<file path="src/rtl/ice51_mem_arb.sv">
// Two-port arbiter in front of a single-port 512x8 memory with a 1-cycle registered read.
// Optional round-robin tie-breaking in IDLE is enabled by defining ICE51_MEM_ARB_RR_EN.
module ice51_mem_arb #(
    parameter int AW       = 9,
    parameter int DW       = 8,
    parameter int MAX_HOLD = 16
) (
    input  logic          i_clk,
    input  logic          i_nrst,
    input  logic          i_a_req,
    input  logic          i_a_we,
    input  logic          i_a_lock,
    input  logic [AW-1:0] i_a_addr,
    input  logic [DW-1:0] i_a_wdata,
    output logic          o_a_gnt,
    output logic          o_a_rvalid,
    output logic [DW-1:0] o_a_rdata,
    input  logic          i_b_req,
    input  logic          i_b_we,
    input  logic          i_b_lock,
    input  logic [AW-1:0] i_b_addr,
    input  logic [DW-1:0] i_b_wdata,
    output logic          o_b_gnt,
    output logic          o_b_rvalid,
    output logic [DW-1:0] o_b_rdata,
    output logic          o_mem_we,
    output logic          o_mem_re,
    output logic [AW-1:0] o_mem_addr,
    output logic [DW-1:0] o_mem_wdata,
    input  logic [DW-1:0] i_mem_rdata,
    output logic [1:0]    o_dbg_state
);

    // Handshake: a port holds req (and its command fields) stable until it sees gnt in the same cycle;
    // a granted read returns data with rvalid exactly one cycle later, writes return nothing.

    localparam int HW       = (MAX_HOLD > 0) ? $clog2(MAX_HOLD + 1) : 1;
    localparam int HOLD_SAT = (MAX_HOLD > 0) ? MAX_HOLD : (2 ** HW - 1);

    localparam logic [1:0] S_IDLE   = 2'd0;
    localparam logic [1:0] S_LOCK_A = 2'd1;
    localparam logic [1:0] S_LOCK_B = 2'd2;

    localparam logic OWN_A = 1'b0;
    localparam logic OWN_B = 1'b1;

    logic [1:0]    state, state_nxt;
    logic          last_owner;
    logic [HW-1:0] hold_cnt, hold_nxt;
    logic          ovr_vld, ovr_vld_nxt;
    logic          ovr_port, ovr_port_nxt;
    logic          a_gnt, b_gnt;
    logic          tie_winner;
    logic          hold_at_max;
    logic          hold_can_inc;

    assign hold_at_max  = (MAX_HOLD != 0) && (hold_cnt == HW'(MAX_HOLD));
    assign hold_can_inc = (hold_cnt != HW'(HOLD_SAT));

    always_comb begin
        if (ovr_vld) begin
            tie_winner = ovr_port;
        end else begin
`ifdef ICE51_MEM_ARB_RR_EN
            tie_winner = ~last_owner;
`else
            tie_winner = OWN_A;
`endif
        end
    end

    always_comb begin
        a_gnt        = 1'b0;
        b_gnt        = 1'b0;
        state_nxt    = state;
        hold_nxt     = hold_cnt;
        ovr_vld_nxt  = ovr_vld;
        ovr_port_nxt = ovr_port;
        case (state)
            S_LOCK_A: begin
                if (i_a_req && !(hold_at_max && i_b_req)) begin
                    a_gnt = 1'b1;
                    if (!i_a_lock) begin
                        state_nxt = S_IDLE;
                        hold_nxt  = '0;
                    end else if (hold_can_inc) begin
                        hold_nxt = hold_cnt + HW'(1);
                    end
                end else begin
                    // Either A let go, or B has waited out the hold budget and gets the next slot.
                    state_nxt = S_IDLE;
                    hold_nxt  = '0;
                    if (i_a_req) begin
                        ovr_vld_nxt  = 1'b1;
                        ovr_port_nxt = OWN_B;
                    end
                end
            end
            S_LOCK_B: begin
                if (i_b_req && !(hold_at_max && i_a_req)) begin
                    b_gnt = 1'b1;
                    if (!i_b_lock) begin
                        state_nxt = S_IDLE;
                        hold_nxt  = '0;
                    end else if (hold_can_inc) begin
                        hold_nxt = hold_cnt + HW'(1);
                    end
                end else begin
                    state_nxt = S_IDLE;
                    hold_nxt  = '0;
                    if (i_b_req) begin
                        ovr_vld_nxt  = 1'b1;
                        ovr_port_nxt = OWN_A;
                    end
                end
            end
            default: begin
                ovr_vld_nxt = 1'b0;
                if (i_a_req && i_b_req) begin
                    a_gnt = (tie_winner == OWN_A);
                    b_gnt = (tie_winner == OWN_B);
                end else begin
                    a_gnt = i_a_req;
                    b_gnt = i_b_req;
                end
                if (a_gnt && i_a_lock) begin
                    state_nxt = S_LOCK_A;
                    hold_nxt  = HW'(1);
                end else if (b_gnt && i_b_lock) begin
                    state_nxt = S_LOCK_B;
                    hold_nxt  = HW'(1);
                end
            end
        endcase
        if (!i_nrst) begin
            a_gnt = 1'b0;
            b_gnt = 1'b0;
        end
    end

    assign o_a_gnt     = a_gnt;
    assign o_b_gnt     = b_gnt;
    assign o_mem_we    = (a_gnt & i_a_we) | (b_gnt & i_b_we);
    assign o_mem_re    = (a_gnt & ~i_a_we) | (b_gnt & ~i_b_we);
    assign o_mem_addr  = a_gnt ? i_a_addr : (b_gnt ? i_b_addr : '0);
    assign o_mem_wdata = a_gnt ? i_a_wdata : (b_gnt ? i_b_wdata : '0);
    assign o_a_rdata   = i_mem_rdata;
    assign o_b_rdata   = i_mem_rdata;
    assign o_dbg_state = state;

    always_ff @(posedge i_clk) begin
        if (!i_nrst) begin
            state      <= S_IDLE;
            last_owner <= OWN_B;
            hold_cnt   <= '0;
            ovr_vld    <= 1'b0;
            ovr_port   <= OWN_A;
            o_a_rvalid <= 1'b0;
            o_b_rvalid <= 1'b0;
        end else begin
            state    <= state_nxt;
            hold_cnt <= hold_nxt;
            ovr_vld  <= ovr_vld_nxt;
            ovr_port <= ovr_port_nxt;
            if (a_gnt) begin
                last_owner <= OWN_A;
            end else if (b_gnt) begin
                last_owner <= OWN_B;
            end
            o_a_rvalid <= a_gnt & ~i_a_we;
            o_b_rvalid <= b_gnt & ~i_b_we;
        end
    end

endmodule

</file>
<file path="config.mk">
export PLATFORM = sky130hd
export DESIGN_NAME = ice51_mem_arb
export DESIGN_NICKNAME = d
export VERILOG_FILES = /design/src/rtl/ice51_mem_arb.sv
export SDC_FILE = /design/constraint.sdc
export NUM_CORES = 1
export LEC_CHECK = 0
export ABC_AREA = 0
export CORE_UTILIZATION = 63
export CTS_CLUSTER_DIAMETER = 50
export DETAILED_ROUTE_END_ITERATION = 6
export DONT_BUFFER_PORTS = 1
export PLACE_DENSITY_LB_ADDON = 0.05
export RECOVER_POWER = 100
export SLEW_MARGIN = 10
export SYNTH_ARGS = -nofsm -noshare
export SYNTH_HDL_FRONTEND = slang
export SYNTH_SLANG_ARGS = --single-unit
</file>
<file path="constraint.sdc">
create_clock -name i_clk -period 3 [get_ports i_clk]
set_input_delay 0.45 -clock i_clk [delete_from_list [all_inputs] [get_ports i_clk]]
set_output_delay 0.45 -clock i_clk [all_outputs]
set_load 0.1 [all_outputs]
</file>
==> key figures <==
Layout
  • # fillers: ~120
  • Layout overhead on the synthesized area: 16.9%
  • Non-Filler Instances: around 190
  • Commonest non-fill, non-tap cell in the layout: inv_1
  • Antenna diodes: 0
  • Multi-input gate area: 768 um^2
  • Share of layout cells above drive strength 1: about 28%
  • Most frequent cells in the layout: inv_1 (26), a211oi_1 (19), a31o_2 (10), dfxtp_1 (10), nand2_1 (9)
  • Net count, final: 218
  • Register area: ~220 um^2

Timing
  • Fin crit share: a little over nine tenths
  • Slew @ Worst Pin: about 1200 ps
  • Max Slew Vio Count: 0
  • Hold slack: ~240 ps
  • Setup ws final: roughly 74 ps
  • Slew HR: 22.6%
  • Clock Skew: about 5.6 ps
  • Final hold vios: 0
  • Final setup vio count: 0
  • Crit path time final: 2930 ps
  • Fmax achieved: roughly 340 MHz

Global route
  • Largest net degree at the start of global routing: 21
  • Initial antenna violation count: 0
  • GRT Total Usage: roughly a third
  • First-pass GRT wire length: slightly below 5000 um
  • Vias in the first global route: 1165
  • GRT overflow: 0

Synthesis
  • Sequential share of the synthesized area: between 10% and 20%
  • Avg Inst Size Synth: 7.57 um^2
  • Yosys cell types: 40
  • YS warnings: 0
  • Post-synth net total: ~220
  • FF+latch count, synth: 11
  • Post-Syn Area: around 1200 um^2
  • Mapped Cells: ~160

Detailed routing
  • Drt first pass iters: 4
  • Iter 0 DRT Violations: 62
  • Post-route ant nets: 0
  • Vias: ~1300
  • # DRC: 0
  • WL/cell: between 15 and 20 um
  • Mean number of vias per cell: ~7
  • Total wire length: roughly 3500 um

Power
  • Pwr dens: around 670 nW/um^2
  • Switching part of the total: 59.3%
  • Power, Total: 0.000969 W
  • Net switching power: between 0.0005 and 0.0006 W
  • Sequential power share: 20.3%
  • Peak supply drop: slightly above 0.0004 V
  • Static Leakage: between 0.5 and 0.6 nW
  • P_int: 0.000395 W
  • Combinational Power Share: 68.7%
  • Clk network pwr share: 11.0%

Placed design
  • Pre-CTS setup slack: between 300 and 400 ps
  • DP Wirelength: 2490 um
  • Placed Cells: roughly 180
  • GP Congestion: slightly below 1
  • Buffers on Ports: 0

CTS
  • Clock buffer depth: 2
  • Clk Latency, worst-skew pair: about 280 ps
  • Clk pin slew, worst setup/hold paths: 70 ps
  • CTS-repair resized insts: 0
  • Cts hold-fix bufs: 0
  • Post-CTS Setup Inserts: 0
  • TritonCTS clock tree: yes
  • Cts bufs inserted: 3
  • Clock root buffer: clkbuf_4
  • CTS Sinks: 11
  • Max H-tree Level: 1

Critical path
  • CP Capture Type: output pin
  • Reg2reg start: hold_cnt[0]
  • Required time of the critical path: 2550 ps
  • Arrival time worst endpoint: approximately 2500 ps
  • Kind of critical path: flip-flop to output pin
  • Worst-path fanout max: 10
  • CP Launch Point: hold_cnt[0]
  • Startpoint Class: flip-flop

Die
  • Cell Rows: 15
  • Die Ht: 46.3 um
  • I/O Pins: 91
  • DIE AREA: around 2100 um^2
  • Initial Util: 69.2%
  • Die W: between 40 and 50 um
  • Core area: about 1800 um^2

Worst hold path
  • Hold path startpoint: i_a_we
  • Worst hold path type: input pin to flip-flop

Run status
  • Status: completed

Flow run
  • Max cap viols: 0
==> synth_stat cells (all sizes together) <==
library cell / number / area (um^2)
a211o: 1 / 8.76
a211oi: 21 / 163
a21boi: 2 / 15.0
a21o: 1 / 15.0
a21oi: 3 / 15.0
a221oi: 1 / 8.76
a22o: 1 / 8.76
a311oi: 1 / 8.76
a31o: 17 / 149
a31oi: 1 / 6.26
and2: 1 / 6.26
and3: 1 / 6.26
buf: 23 / 174
clkbuf: 5 / 18.8
dfxtp: 11 / 220
ha: 4 / 50.1
inv: 26 / 97.6
nand2: 10 / 37.5
nand3: 5 / 25.0
nand4bb: 1 / 11.3
nor2: 2 / 7.51
nor2b: 2 / 12.5
nor3: 2 / 10.0
nor3b: 2 / 15.0
nor4: 1 / 6.26
nor4bb: 1 / 10.0
o2111a: 1 / 11.3
o211ai: 2 / 15.0
o21a: 1 / 7.51
o21ai: 4 / 20.0
o221a: 1 / 11.3
o221ai: 3 / 26.3
o22ai: 2 / 12.5
o2bb2ai: 1 / 8.76
o31a: 1 / 8.76
or3: 1 / 6.26
==> power by group through the flow <==
| stage | registers [W] | clock network (W) | logic, W |
|---|---|---|---|
| 2_1_floorplan | 0.000228 | 0 | 0.000583 |
| 3_3_place_gp | 0.000195 | 0 | 0.000689 |
| 3_5_place_dp | 0.000197 | 0 | 0.000702 |
| 4_1_cts | 0.000194 | 0.000106 | 0.000706 |
| 5_1_grt | 0.000199 | 0.000118 | 0.000689 |
| 6_report | 0.000197 | 0.000106 | 0.000666 |
==> kinds of logic after synthesis <==
family          Yosys count  share of synthesized area [%]
flops                    11                           17.8
compound gates           65                           42.1
buf+inv                  54                           23.5
simple gates             29                           12.5
fa+ha+maj                 4                           4.06
==> worst max-delay path: stages (launching register included) <==
cell,delay [ps]
dfxtp_1,360
inv_1,110
ha_1,220
nor4bb_1,150
buf_4,170
a211o_4,380
buf_4,190
a211oi_1,250
a31o_2,170
buf_8,200
==> state kept, by name, summed over array words and instances, names as in the netlist <==
name,cells
hold_cnt,5
ovr_vld,1
o_b_rvalid,1
ovr_port,1
o_a_rvalid,1
o_dbg_state,2
==> layer usage <==
layer,track usage [%],vias to the layer above,share of wire [%]
met1,35.3,599,37
li1,-,586,-
met5,0,-,0
met2,54.9,86,52
met4,17.1,0,2.3
met3,7.06,9,8.8
==> per-stage QoR <==
step           cell area [um^2]  util [%]  TNS (ps)
6_report                   1440      80.9         0
5_1_grt                    1440      80.9     -4.96
4_1_cts                    1540      86.2         0
3_5_place_dp               1510      84.8         0
3_3_place_gp               1510      84.8         0
2_1_floorplan              1270         -      -292
==> final cells by class <==
| cell class | count | share of cell area, % |
|---|---|---|
| multi-input cells | 98 | 53.3 |
| clock buffers | 4 | 1.82 |
| flip-flops and latches | 11 | 15.4 |
| repair buffers | 24 | 20.6 |
| inverters | 26 | 6.76 |
| well taps | 25 | 2.17 |
==> worst paths after layout <==
kind,endpoint,slack [ps],depth (start not counted)
worst max-delay path,o_mem_addr[5],70,9
worst min register to register,hold_cnt[1],500,2
worst max register to register,o_b_rvalid,630,8
worst min-delay path,o_a_rvalid,240,1
No activity file was read; power rests on OpenSTA's default activity.
